<file path="src/rtl/gpio_out_ctrl.sv">
// gpio_out_ctrl
//   Turns the AXI GPIO control word into registered board-level drives. It
//   handles four jobs:
//     - a qualified power-off request, which asserts only after gpio[0] has
//       been held high for PWR_HOLD cycles;
//     - a PWM backlight whose level is latched once per PWM period;
//     - activity LEDs that are off, on, or blinking in either phase of a
//       shared blink clock;
//     - shutter/focus drive enables, each with a maximum on-time lockout.
//
// Ports
//   clk          single clock, rising edge
//   rst          synchronous active-high reset
//   gpio         control word, from lowest bit to highest:
//                  [0]                 power-off request
//                  [LVL_W:1]           backlight level
//                  then ACT_N 2-bit    LED mode fields
//                  then DRV_N          drive request bits
//   pwr_off_req  qualified power-off request
//   lcd_led_pwm  backlight PWM drive
//   act_led      activity LED drives (ACT_N)
//   drv_ena      drive enables (DRV_N); ch0 = shutter, ch1 = focus
//   drv_timeout  one-cycle pulse when a channel hits its on-time limit
module gpio_out_ctrl #(
  parameter  int LVL_W     = 5,
  parameter  int ACT_N     = 2,
  parameter  int DRV_N     = 2,
  parameter  int PWR_HOLD  = 1000,
  parameter  int PWM_DIV   = 64,
  parameter  int BLINK_DIV = 25000000,
  parameter  int DRV_MAX   = 50000000,
  localparam int GPIO_W    = 1 + LVL_W + 2*ACT_N + DRV_N
) (
  input  logic              clk,
  input  logic              rst,
  input  logic [GPIO_W-1:0] gpio,
  output logic              pwr_off_req,
  output logic              lcd_led_pwm,
  output logic [ACT_N-1:0]  act_led,
  output logic [DRV_N-1:0]  drv_ena,
  output logic [DRV_N-1:0]  drv_timeout
);

  localparam int ACT_LSB = 1 + LVL_W;
  localparam int DRV_LSB = ACT_LSB + 2*ACT_N;
  localparam int HOLD_W  = $clog2(PWR_HOLD + 1);
  localparam int PRE_W   = (PWM_DIV > 1) ? $clog2(PWM_DIV) : 1;
  localparam int BLK_W   = (BLINK_DIV > 1) ? $clog2(BLINK_DIV) : 1;
  localparam int TMR_W   = $clog2(DRV_MAX);
  localparam logic [LVL_W-1:0] PHASE_LAST = LVL_W'((1 << LVL_W) - 2);

  logic [LVL_W-1:0] level;
  logic [DRV_N-1:0] drv_req;

  assign level   = gpio[LVL_W:1];
  assign drv_req = gpio[DRV_LSB +: DRV_N];

  // ---------------------------------------------------------------------------
  // Power-off qualification. The count saturates at PWR_HOLD and is cleared
  // by any low cycle. The request is registered from the next count, so it
  // rises exactly PWR_HOLD cycles after gpio[0] rises.
  // ---------------------------------------------------------------------------
  logic [HOLD_W-1:0] hold_cnt_reg, hold_cnt_next;

  always_comb begin
    hold_cnt_next = hold_cnt_reg;
    if (!gpio[0])
      hold_cnt_next = '0;
    else if (hold_cnt_reg != HOLD_W'(PWR_HOLD))
      hold_cnt_next = hold_cnt_reg + 1'b1;
  end

  always_ff @(posedge clk) begin
    if (rst) begin
      hold_cnt_reg <= '0;
      pwr_off_req  <= 1'b0;
    end else begin
      hold_cnt_reg <= hold_cnt_next;
      pwr_off_req  <= (hold_cnt_next == HOLD_W'(PWR_HOLD));
    end
  end

  // ---------------------------------------------------------------------------
  // Backlight PWM. The phase runs 0..2^LVL_W-2, giving a period of
  // 2^LVL_W-1 ticks, so the full-scale level 2^LVL_W-1 yields a constant
  // high output. The level is sampled only on the wrap tick, which keeps
  // every period glitch-free.
  // ---------------------------------------------------------------------------
  logic [PRE_W-1:0] pre_cnt_reg, pre_cnt_next;
  logic [LVL_W-1:0] phase_reg, phase_next;
  logic [LVL_W-1:0] lvl_q_reg, lvl_q_next;
  logic             pwm_tick, pwm_wrap;

  assign pwm_tick = (pre_cnt_reg == PRE_W'(PWM_DIV - 1));
  assign pwm_wrap = pwm_tick && (phase_reg == PHASE_LAST);

  always_comb begin
    pre_cnt_next = pwm_tick ? '0 : pre_cnt_reg + 1'b1;
    phase_next   = phase_reg;
    lvl_q_next   = lvl_q_reg;
    if (pwm_wrap) begin
      phase_next = '0;
      lvl_q_next = level;
    end else if (pwm_tick) begin
      phase_next = phase_reg + 1'b1;
    end
  end

  always_ff @(posedge clk) begin
    if (rst) begin
      pre_cnt_reg <= '0;
      phase_reg   <= '0;
      lvl_q_reg   <= '0;
      lcd_led_pwm <= 1'b0;
    end else begin
      pre_cnt_reg <= pre_cnt_next;
      phase_reg   <= phase_next;
      lvl_q_reg   <= lvl_q_next;
      lcd_led_pwm <= (phase_next < lvl_q_next);
    end
  end

  // ---------------------------------------------------------------------------
  // Shared blink phase and activity LEDs. The blink counter is free-running.
  // The mode encoding decodes as follows: the high bit selects blink, and
  // the low bit is either the constant level or the blink inversion.
  // ---------------------------------------------------------------------------
  logic [BLK_W-1:0] blk_cnt_reg;
  logic             blink_reg, blink_next, blink_tick;
  logic [ACT_N-1:0] act_next;

  assign blink_tick = (blk_cnt_reg == BLK_W'(BLINK_DIV - 1));
  assign blink_next = blink_reg ^ blink_tick;

  for (genvar gi = 0; gi < ACT_N; gi++) begin : g_act
    logic [1:0] mode;
    assign mode         = gpio[ACT_LSB + 2*gi +: 2];
    assign act_next[gi] = mode[1] ? (blink_next ^ mode[0]) : mode[0];
  end

  always_ff @(posedge clk) begin
    if (rst) begin
      blk_cnt_reg <= '0;
      blink_reg   <= 1'b0;
      act_led     <= '0;
    end else begin
      blk_cnt_reg <= blink_tick ? '0 : blk_cnt_reg + 1'b1;
      blink_reg   <= blink_next;
      act_led     <= act_next;
    end
  end

  // ---------------------------------------------------------------------------
  // Drive channels. Each channel has its own FSM with no shared state. The
  // on-timer counts 0..DRV_MAX-1 while ON, so the enable stays high for
  // exactly DRV_MAX cycles. LOCKOUT forces a release of the request before
  // the channel can re-arm.
  // ---------------------------------------------------------------------------
  typedef enum logic [1:0] {
    DRV_IDLE    = 2'd0,
    DRV_ON      = 2'd1,
    DRV_LOCKOUT = 2'd2
  } drv_state_t;

  for (genvar gi = 0; gi < DRV_N; gi++) begin : g_drv
    drv_state_t       state_reg;
    logic [TMR_W-1:0] timer_reg;
    logic             ena_reg;
    logic             timeout_reg;

    always_ff @(posedge clk) begin
      if (rst) begin
        state_reg   <= DRV_IDLE;
        timer_reg   <= '0;
        ena_reg     <= 1'b0;
        timeout_reg <= 1'b0;
      end else begin
        timeout_reg <= 1'b0;
        case (state_reg)
          DRV_IDLE: begin
            if (drv_req[gi]) begin
              state_reg <= DRV_ON;
              timer_reg <= '0;
              ena_reg   <= 1'b1;
            end
          end
          DRV_ON: begin
            // Releasing the request wins over reaching the limit.
            if (!drv_req[gi]) begin
              state_reg <= DRV_IDLE;
              ena_reg   <= 1'b0;
            end else if (timer_reg == TMR_W'(DRV_MAX - 1)) begin
              state_reg   <= DRV_LOCKOUT;
              ena_reg     <= 1'b0;
              timeout_reg <= 1'b1;
            end else begin
              timer_reg <= timer_reg + 1'b1;
            end
          end
          DRV_LOCKOUT: begin
            if (!drv_req[gi])
              state_reg <= DRV_IDLE;
          end
          default: begin
            state_reg <= DRV_IDLE;
            ena_reg   <= 1'b0;
          end
        endcase
      end
    end

    assign drv_ena[gi]     = ena_reg;
    assign drv_timeout[gi] = timeout_reg;
  end

endmodule
</file>
<file path="config.mk">
export PLATFORM = sky130hd
export DESIGN_NAME = gpio_out_ctrl
export DESIGN_NICKNAME = d
export VERILOG_FILES = /design/src/rtl/gpio_out_ctrl.sv
export SDC_FILE = /design/constraint.sdc
export NUM_CORES = 1
export LEC_CHECK = 0
export ABC_AREA = 1
export BUFFER_PORTS_ARGS = -buffer_cell sky130_fd_sc_hd__buf_2
export CORE_ASPECT_RATIO = 0.75
export CORE_MARGIN = 10
export CORE_UTILIZATION = 60
export DETAILED_ROUTE_END_ITERATION = 7
export MAX_ROUTING_LAYER = met4
export PLACE_DENSITY_LB_ADDON = 0.05
export SETUP_SLACK_MARGIN = 0.3
export SYNTH_ARGS = -nofsm -noshare
export SYNTH_HDL_FRONTEND = slang
export SYNTH_SLANG_ARGS = --single-unit
</file>
<file path="constraint.sdc">
create_clock -name clk -period 5.1 [get_ports clk]
set_input_delay 0.255 -clock clk [delete_from_list [all_inputs] [get_ports clk]]
set_output_delay 0.255 -clock clk [all_outputs]
set_load 0.02 [all_outputs]
</file>
Word level (Yosys, flattened, before mapping)
Index checks and enable logic that the tools add are counted.
Widths: inputs -> output; s select.
{"block": "totals", "regBits": 116, "input_bits": 14, "wordCells": 104, "output_inout_bits": 8}
{"block": "op_classes", "n_bitwise": 9, "order_cmp": 1, "reduce_logical": 15, "eq_ne": 21, "muxes": 35, "add_sub_neg": 6}
{"cell": "$mux 26", "n": 6}
{"cell": "$pmux 26 s2", "n": 2}
{"cell": "$add 26x1->26 const B", "n": 2}
{"cell": "$eq 26x26->1 const B", "n": 2}
{"cell": "$add 25x1->25 const B", "n": 1}
{"cell": "$eq 25x25->1 const B", "n": 1}
{"cell": "$mux 10", "n": 2}
{"cell": "$mux 2", "n": 8}
{"cell": "$ne 2x2->1 const B", "n": 8}
{"cell": "$mux 5", "n": 3}
{"cell": "$pmux 2 s3", "n": 2}
{"cell": "$reduce_and 3->1", "n": 4}
{"cell": "$add 10x1->10 const B", "n": 1}
{"cell": "$eq 10x10->1 const B", "n": 1}
{"cell": "$mux 1", "n": 10}
{"cell": "$ne 10x10->1 const B", "n": 1}
{"cell": "$reduce_and 4->1", "n": 2}
{"cell": "$add 6x1->6 const B", "n": 1}
{"cell": "$eq 6x6->1 const B", "n": 1}
{"cell": "$ne 3x3->1 const B", "n": 2}
{"cell": "$not 1->1", "n": 6}
{"cell": "$pmux 1 s3", "n": 2}
{"cell": "$reduce_or 3->1", "n": 2}
{"cell": "$add 5x1->5 const B", "n": 1}
{"cell": "9 further kinds", "n": 16}

Logic depth before layout (Yosys ltp)
Gate-level depths: netlist of run 1.
{"block": "logic_depth", "word_depth": 4, "mapped_depth": 13, "mapped_depth_nobuf": 13}

Worst setup path after synthesis of run 1
OpenSTA, ideal clock, no wires.
{"block": "synth_timing", "path_type": "register -> register", "start": "reg pre_cnt_reg[0]", "end": "reg lcd_led_pwm", "required_time_ps": 5030, "slack_ps": 3115, "arrival_time_ps": 1916, "n_path_buf": 1, "stages_incl_launch_ff": 12, "synth_period_minus_slack_ps": 1985, "path_cell_list": "dfxtp_1 ha_1 nand2_1 inv_2 nand4_1 nor2_2 buf_4 mux2i_1 ha_1 nand3_1 nand4_1 a21oi_1"}
{"block": "synth_between", "elab_chain_len": 4}
{"element": "from (decl)", "line": "89", "source": "logic [PRE_W-1:0] pre_cnt_reg, pre_cnt_next;"}
{"element": "from (signal assigned)", "line": "116", "source": "pre_cnt_reg <= pre_cnt_next;"}
{"element": "$eq 6x6->1 (*)", "line": "94", "source": "assign pwm_tick = (pre_cnt_reg == PRE_W'(PWM_DIV - 1));"}
{"element": "$mux 5 / $logic_and 1x1->1 (equally long branches)", "line": "104, 95"}
{"element": "$mux 5", "line": "101", "source": "if (pwm_wrap) begin"}
{"element": "$lt 5x5->1 (*)", "line": "119", "source": "lcd_led_pwm <= (phase_next < lvl_q_next);"}
{"element": "to (signal assigned)", "line": "119"}
{"element": "to (decl)", "line": "38", "source": "output logic lcd_led_pwm,"}
Mark *: on every way between the ends. The rest lies on a longest branch, timed or not.
A chain may end at the register's enable or synchronous reset.

Final worst setup path of run 1
Ends and elaborated chain as after synthesis.

==> impl_metrics.toml, run 1 <==
[die]
die-area_mm2 = 0.0163
die_h_um = 113
core-area_mm2 = 0.0111
initial_core_util_pct = 62.3
row_count = 33
fp.dieW_um = 144
io_pins = 22

[power_and_ir_drop]
power_mw = 2.23
seqPwrFrac_pct = 41.4
comb_power_share_pct = 3.6
p_leak_nw = 2.72
power.density_mw_per_mm2 = 293
p_int_mw = 1.75
switching_share_pct = 21.7
vdd_drop_max_mv = 0.227
power_frac_clock_pct = 55.1
p_sw_mw = 0.484

[synthesis]
synthesis.area_mm2 = 0.00692
synth.distinct_cells = 38
ys_seq_area_share_pct = 33.6
synth_enable_flop_cells = 0
syn_nets = 1131
synthCells = 1105
synthFlopType = "dfxtp_1"
synth-seq-cells = 116
async_reset_ff_share_pct = 0
synth_warnings = 0
syn_area_per_cell_um2 = 6.26

[final_layout]
drive_gt1_share_pct = 9.48
largest_register_ffs = 52
diodes = 0
layout_commonest_cell = "nand2_1"
area_delta_synth_final_pct = 10.2
most-common-layout-cells = "296 x nand2_1, 241 x nor2_1, 116 x dfxtp_1"
nets = 1143
fin_util_pct = 68.6
fillers = 1006

[setup_path]
r2r_cells = 10
max_stage_delay_ps = 530
critical_path.top_delay_family = "simple AND/OR/NAND/NOR gates"
crit_slowest_cell = "nor2_2"
crit_chain = "ha_1 > nand2_1 > inv_2 > nand4_1 > nor2_2 > mux2i_1 > ha_1 > nand3_1 > nand4_1 > a21oi_1"
cp.buffers_inverters = 1
critPathKind = "flip-flop to flip-flop"
cp-start-kind = "flip-flop"
crit_required_ps = 5440
crit_cells = 10
arrival_ps = 2700
end_kind = "flip-flop"
worstPathMaxFanout = 14

[routing]
drtIter0Drc = 470
drc = 0
wl_met1_um = 8330
route.met3.wl_um = 752
vias = 6552
routed-wl-met2_um = 6560
top_layer = "met4"
detail_route.wl_per_cell_um = 12.4
wl_um = 15800
ant_nets = 0
drt-pass1-iter-count = 5
avgViaCountPerCell = 5.16

[clocking]
hold_buffers = 0
cts_setup_buffers = 0
htree_levels = 4
cts.repair.resized = 0
clock-root-buffer = "clkbuf_16"
clk_pin_slew_worst_paths_ps = 50
clk_latency_ps = 410
cts_tree = "done"
clock_sinks = 116
cts_buffers = 17
clk_path_buf_depth = 2

[min_path]
hold-path-cell-count = 3
hp-class = "input port to flip-flop"

[placed_design]
dp_slack_ps = 2380
numPortBuffers = 21
place_hpwl_um = 11000
gp_congestion = 0.904

[timing]
slew_headroom_pct = 32.4
period_share_pct = 46.3
slew_violations = 0
clock_skew_ps = 9.56
rsz0062_at_grt = "no"
tightestPinTransition_ps = 1010
finalSetupViolCount = 0
max_freq_mhz = 424
fin_crit_ps = 2360
worst_slack_ps = 2740
hold_viol_final = 0
tns_ps = 0

[global_routing]
grt-ovfl-total = 0
track_usage_pct = 20.6
antenna_found_initial = 0
grt_pass1_vias = 5943
grt_first_pass_wirelength_um = 27400
grt_max_degree = 75

[job]
maxCapViolCount = 0

[status]
outcome = "finished, final reports clean"
==> cells by family (layout without fill, tap and decap cells) <==
group / Yosys count / count (layout) / synth area share (%)
adders and majority gates: 12 / 12 / 2.17
xor gates and xnor gates: 21 / 21 / 2.66
buffers and inverters: 147 / 171 / 9.28
AOI/OAI and AO/OA: 95 / 95 / 7.81
DFF: 116 / 116 / 33.6
and+or+nand+nor: 710 / 710 / 43.9
muxes: 4 / 4 / 0.579
==> cells in the mapped netlist, types with 6 or more instances <==
| cell | number | share of area [%] |
|---|---|---|
| nor2_2 | 10 | 0.90 |
| clkbuf_1 | 15 | 0.81 |
| nor2_1 | 241 | 13 |
| a21oi_1 | 55 | 4.0 |
| inv_1 | 112 | 6.1 |
| nand2_1 | 296 | 16 |
| nand4_1 | 20 | 1.8 |
| buf_4 | 6 | 0.65 |
| a21oi_2 | 12 | 1.5 |
| nor3b_1 | 6 | 0.65 |
| nand2_2 | 15 | 1.4 |
| nand3_1 | 75 | 5.4 |
| o21ai_0 | 19 | 1.4 |
| nor3_1 | 30 | 2.2 |
| xor2_1 | 16 | 2.0 |
| dfxtp_1 | 116 | 34 |
| ha_1 | 12 | 2.2 |
==> worst paths after layout <==
path	slack (ps)	startpoint	endpoint
hold / removal	120	gpio[5]	lvl_q_reg[4]
hold reg to reg	450	blk_cnt_reg[0]	blk_cnt_reg[0]
setup reg to reg	2740	pre_cnt_reg[0]	lcd_led_pwm
setup / recovery	2740	pre_cnt_reg[0]	lcd_led_pwm
==> power groups by stage <==
stage	Combinational, mW	Clock, mW	Sequential, mW
CTS	0.0801	1.25	0.924
finish	0.0798	1.23	0.924
global route	0.0908	1.28	0.925
detailed placement	0.0795	0	0.943
global placement	0.0791	0	0.943
floorplan	0.0628	0	0.942
==> through the flow <==
| stage | cells | hold slack, ps | instance area [um2] |
|---|---|---|---|
| 2_1_floorplan | 1105 | 418 | 6920 |
| 3_3_place_gp | 1238 | 430 | 7010 |
| 3_5_place_dp | 1238 | 436 | 7010 |
| 4_1_cts | 1269 | 117 | 7620 |
| 5_1_grt | 1269 | 160 | 7620 |
| 6_report | 1269 | 121 | 7620 |
==> per-layer routing <==
layer	track usage, %	vias to the layer above
li1	-	3504
met4	4.68	0
met5	-	-
met1	28.7	2887
met2	29.8	148
met3	4.30	13
==> worst register-to-register path, cell delays in order, from the launching register on <==
cell and delay [ps]:
dfxtp_1 360, ha_1 170, nand2_1 80, inv_2 70, nand4_1 170, nor2_2 530
mux2i_1 300, ha_1 300, nand3_1 100, nand4_1 90, a21oi_1 110
==> cell type report <==
type	instances	area, um2	share of cell area, %
sequential	116	2320	30.5
clock inverter	9	126	1.66
clock buffer	22	484	6.35
timing repair buffer	23	120	1.58
tap	140	175	2.30
multi-input combinational	842	3950	51.9
inverter	117	439	5.76
No activity file was read; power rests on OpenSTA's default activity.
==> run 2: changes to the inputs <==
- clock period: 5.1 -> 2.33 ns (I/O delays scaled with it)
==> run 2 against run 1 <==
Effect of this change:
- hold slack worse by 120 ps
- core utilization rose by 3.0 points
- first-iteration DRC count is 38% higher
==> impl_metrics.toml, run 2 (same netlist as run 1, synthesis figures left out) <==
[status]
outcome = "finished, final reports clean"

[min_path]
hp-class = "input port to flip-flop"
hold-path-cell-count = 4

[routing]
vias = 6875
detail_route.wl_per_cell_um = 12.9
ant_nets = 0
drc = 0
drtIter0Drc = 647
wl_um = 16800
drt-pass1-iter-count = 7
avgViaCountPerCell = 5.30

[clocking]
cts_buffers = 17
htree_levels = 4
clock_sinks = 116
clk_pin_slew_worst_paths_ps = 60
clk_path_buf_depth = 2
clock-root-buffer = "clkbuf_16"
clk_latency_ps = 420
cts_tree = "done"

[die]
fp.dieW_um = 144
initial_core_util_pct = 62.3
die_h_um = 113
row_count = 33
die-area_mm2 = 0.0163
core-area_mm2 = 0.0111
io_pins = 22

[timing]
finalSetupViolCount = 0
clock_skew_ps = 12.5
slew_headroom_pct = 62.9
tightestPinTransition_ps = 555
hold_ws_ps = 3.73
max_freq_mhz = 483
fin_crit_ps = 2070
slew_violations = 0
hold_viol_final = 0
tns_ps = 0
rsz0062_at_grt = "yes"
period_share_pct = 88.9

[final_layout]
fin_cells = 1296
area_delta_synth_final_pct = 15.1
layout_commonest_cell = "nand2_1"
nets = 1169
diodes = 0
drive_gt1_share_pct = 12.6
fin_util_pct = 71.6
most-common-layout-cells = "294 x nand2_1, 238 x nor2_1, 114 x dfxtp_1"
largest_register_ffs = 52

[setup_path]
crit_slowest_cell = "dfxtp_2"
crit_chain = "ha_4 > nand2_2 > inv_2 > nand3_1 > nor2_4 > buf_4 > nor2_1 > a21oi_1 > nand2_2 > inv_2 > ha_1 > nand2_1 > nor2_1 > a21oi_1"
end_kind = "flip-flop"
critPathKind = "flip-flop to flip-flop"
r2r_cells = 14
max_stage_delay_ps = 350
worstPathMaxFanout = 5
cp-start-kind = "flip-flop"
crit_cells = 14
crit_required_ps = 2680
critical_path.top_delay_family = "simple AND/OR/NAND/NOR gates"
cp.buffers_inverters = 3
arrival_ps = 2420

[placed_design]
numPortBuffers = 21
place_hpwl_um = 11400
gp_congestion = 0.986
place_inst = 1249

[global_routing]
grt_first_pass_wirelength_um = 28900
grt_pass1_vias = 6523
grt_max_degree = 74
track_usage_pct = 21.7
grt-ovfl-total = 0
antenna_found_initial = 0

[job]
maxCapViolCount = 0

[power_and_ir_drop]
p_leak_nw = 2.85
power.density_mw_per_mm2 = 615
vdd_drop_max_mv = 0.526
-- run 2: changes by cell type in the layout (fill, tap and decap cells not counted), sizes merged --
cell,change
dlygate4sd3,+4
clkinv,+1
clkbuf,-5
buf,+22
inv,+2
clkinvlp,+3
-- run 2: what timing repair did --
action,in CTS,in global routing
endpoints found under the hold margin,4,0
setup endpoints to repair,1,20
pin swaps,2,8
hold buffers,4,0
buffers inserted,6,5
gates resized for setup,8,18
-- run 2: area by class of cell --
class	count	area, um2
clock buffer	17	425
multi-input combinational	842	4060
sequential	116	2320
tap	140	175
inverter	117	439
timing repair buffer	49	349
clock inverter	15	183
fill	936	3150
-- run 2: worst reg2reg max path: cells and delay by family, from the launching register on --
kind	cells	cell delay, ps
fa+ha+maj	2	360
compound gates	2	330
flops	1	350
simple gates	7	670
buf+inv	3	300
-- run 2: worst paths after layout --
kind,from,end,slack (ps)
worst max register to register,pre_cnt_reg[1],lcd_led_pwm,260
worst min-delay path,gpio[8],act_led[1],4
worst max-delay path,pre_cnt_reg[1],lcd_led_pwm,260
worst min register to register,blk_cnt_reg[0],blk_cnt_reg[0],450
-- run 2: power by group --
group	leakage, nW	internal, mW	switching (mW)	total [mW]
clock	0.286	1.69	0.979	2.67
combinational	1.63	0.0619	0.141	0.203
sequential	0.938	2.01	0.0175	2.02
-- run 2: routing by layer --
metal | wire length [um] | vias up | GRT usage (%) | share of wire [%]
met3 | 876 | 24 | 3.76 | 5.2
met2 | 7550 | 187 | 34.0 | 45
met4 | 176 | 0 | 6.52 | 1.0
li1 | - | 3574 | - | -
met1 | 8170 | 3090 | 28.0 | 49
met5 | 0 | - | - | 0
-- run 2: metrics by stage --
stage	power [mW]	area [um2]	setup WS, ps
6_report	4.89	7960	259
5_1_grt	5.04	7960	85.2
4_1_cts	4.90	7820	302
3_5_place_dp	2.25	7100	115
3_3_place_gp	2.25	7100	223
2_1_floorplan	2.20	6920	345
==> run 3: changes to the inputs <==
- ABC_AREA: 1 -> not set
- CTS_BUF_LIST: not set -> sky130_fd_sc_hd__clkbuf_4
==> run 3 against run 2 <==
Effect of this change:
- via count down 28%
- worst setup slack worse by 29 ps
- maximum frequency is 1.4% lower
- cell count fell by 35%
- largest cell class unchanged
- largest power group is now registers
==> impl_metrics.toml, run 3 <==
[status]
outcome = "finished, final reports clean"

[setup_path]
worstPathMaxFanout = 4
end_kind = "flip-flop"
crit_chain = "ha_4 > and3_4 > and3_4 > nand2_4 > buf_4 > mux2i_1 > ha_2 > and4_1 > a31oi_1"
cp.buffers_inverters = 1
cp-start-kind = "flip-flop"
crit_slowest_cell = "dfxtp_2"
max_stage_delay_ps = 340
critical_path.top_delay_family = "simple AND/OR/NAND/NOR gates"
crit_top_cell = "and3_4"
arrival_ps = 2540
crit_required_ps = 2770
critPathKind = "flip-flop to flip-flop"

[clocking]
clock-root-buffer = "clkbuf_4"
cts_tree = "done"
clk_path_buf_depth = 2
cts_buffers = 17
htree_levels = 4
clk_latency_ps = 510
clk_pin_slew_worst_paths_ps = 100
clock_sinks = 116

[global_routing]
antenna_found_initial = 1
track_usage_pct = 18.6
grt_max_degree = 34
grt_first_pass_wirelength_um = 21200
grt_pass1_vias = 4582
grt-ovfl-total = 0

[die]
row_count = 30
io_pins = 22
die_h_um = 104
core-area_mm2 = 0.00912
fp.dieW_um = 132
die-area_mm2 = 0.0138
initial_core_util_pct = 62.1

[synthesis]
synth_warnings = 0
synthFlopType = "dfxtp_1"
syn_area_per_cell_um2 = 8.51
synthCells = 666
synthesis.area_mm2 = 0.00567
synth_top_area_share_pct = 41.0
synth_top_cell_by_area = "dfxtp_1"
synth_enable_flop_cells = 0
syn_nets = 692
synth.distinct_cells = 57
async_reset_ff_share_pct = 0
synth-seq-cells = 116
synthTopCellsByCount = "116 x dfxtp_1, 81 x nor2_1, 40 x nand2_1, 40 x nand3_1, 32 x xnor2_1"
ys_seq_area_share_pct = 41.0
yosysMostFrequentCell = "dfxtp_1"
ys_top_cells_by_area = "dfxtp_1 41%, nor2_1 5.4%, xnor2_1 4.9%"

[final_layout]
nets = 731
most-common-layout-cells = "102 x dfxtp_1, 81 x nor2_1, 39 x nand2_1"
final_cell_area_mm2 = 0.00663
drive_gt1_share_pct = 18.4
largest_register_ffs = 52
layout_commonest_cell = "dfxtp_1"
fin_cells = 847
area_delta_synth_final_pct = 16.9

[placed_design]
numPortBuffers = 21
gp_congestion = 0.857
place_inst = 794
dp_slack_ps = 32.3
place_area_mm2 = 0.00590
place_hpwl_um = 8640

[timing]
rsz0062_at_grt = "yes"
finalSetupViolCount = 0
fin_crit_ps = 2100
period_share_pct = 90.1
worst_slack_ps = 230
clock_skew_ps = 21.1
hold_viol_final = 0
slew_violations = 0
max_freq_mhz = 476
slew_headroom_pct = 63.3
tightestPinTransition_ps = 545
tns_ps = 0

[job]
maxCapViolCount = 0

[routing]
detail_route.wl_per_cell_um = 15.0
drc = 0
vias = 4922
drt-pass1-iter-count = 5
avgViaCountPerCell = 5.81
drtIter0Drc = 430
ant_nets = 0
wl_um = 12700

[power_and_ir_drop]
p_leak_nw = 2.26
power.density_mw_per_mm2 = 619
vdd_drop_max_mv = 0.646

[min_path]
hp-class = "input port to flip-flop"
[run 3: area by class of cell]
class / instances / area, um2
sequential: 116 / 2340
antenna: 1 / 2.50
multi-input combinational: 502 / 3310
clock buffer: 19 / 143
timing repair buffer: 53 / 379
fill: 724 / 2490
inverter: 15 / 56.3
clock inverter: 13 / 235
tap: 128 / 160
[run 3: kinds of logic after synthesis]
logic type      share of synthesized area [%]
simple gates                             32.6
flops                                    41.0
compound gates                           9.96
xor+xnor                                 8.19
buf+inv                                  3.82
fa+ha+maj                                2.65
mux                                      1.81
[run 3: worst register-to-register path, delay by kind of cell (launching register included)]
kind / cells / cell delay (ps)
compound gates: 1 / 150
fa+ha+maj: 2 / 490
mux: 1 / 260
flops: 1 / 340
simple gates: 4 / 680
buf+inv: 1 / 130
[run 3: stage by stage]
step	hold slack, ps	utilization (%)	power (mW)
3_3_place_gp	397	64.7	2.20
2_1_floorplan	280	-	2.16
5_1_grt	5.25	72.6	4.24
3_5_place_dp	405	64.7	2.21
6_report	6.15	72.6	4.10
4_1_cts	2.42	70.7	4.12
[run 3: per-layer routing]
metal | vias to the layer above | GRT usage [%] | share of wire (%)
met5 | - | - | 0
met4 | 0 | 6.19 | 1.1
met3 | 13 | 4.10 | 4.5
met2 | 107 | 27.5 | 45
met1 | 2320 | 24.5 | 50
li1 | 2482 | - | -
[run 3: timing repair]
| action | in CTS | in global routing |
|---|---|---|
| endpoints found under the setup margin | 6 | 34 |
| cloned | 0 | 0 |
| hold buffers | 12 | 0 |
| pin swaps | 4 | 8 |
| hold endpoints to repair | 14 | 0 |
| setup buffers | 4 | 4 |
| resized for setup | 12 | 43 |
[run 3: worst paths after layout]
path              cells after the start           start        endpoint  slack [ps]
hold / removal                        3         gpio[9]      act_led[1]           6
setup reg to reg                      9  pre_cnt_reg[1]     lcd_led_pwm         230
setup / recovery                      9  pre_cnt_reg[1]     lcd_led_pwm         230
hold reg to reg                       1  blk_cnt_reg[0]  blk_cnt_reg[0]         460
[run 3: power by group]
part           total [mW]  internal, mW  leakage [nW]  switching [mW]
registers            2.02          2.00         0.944          0.0204
clock network        1.92          1.18         0.200           0.739
logic               0.163        0.0702          1.12          0.0926
total                4.10          3.25          2.26           0.852
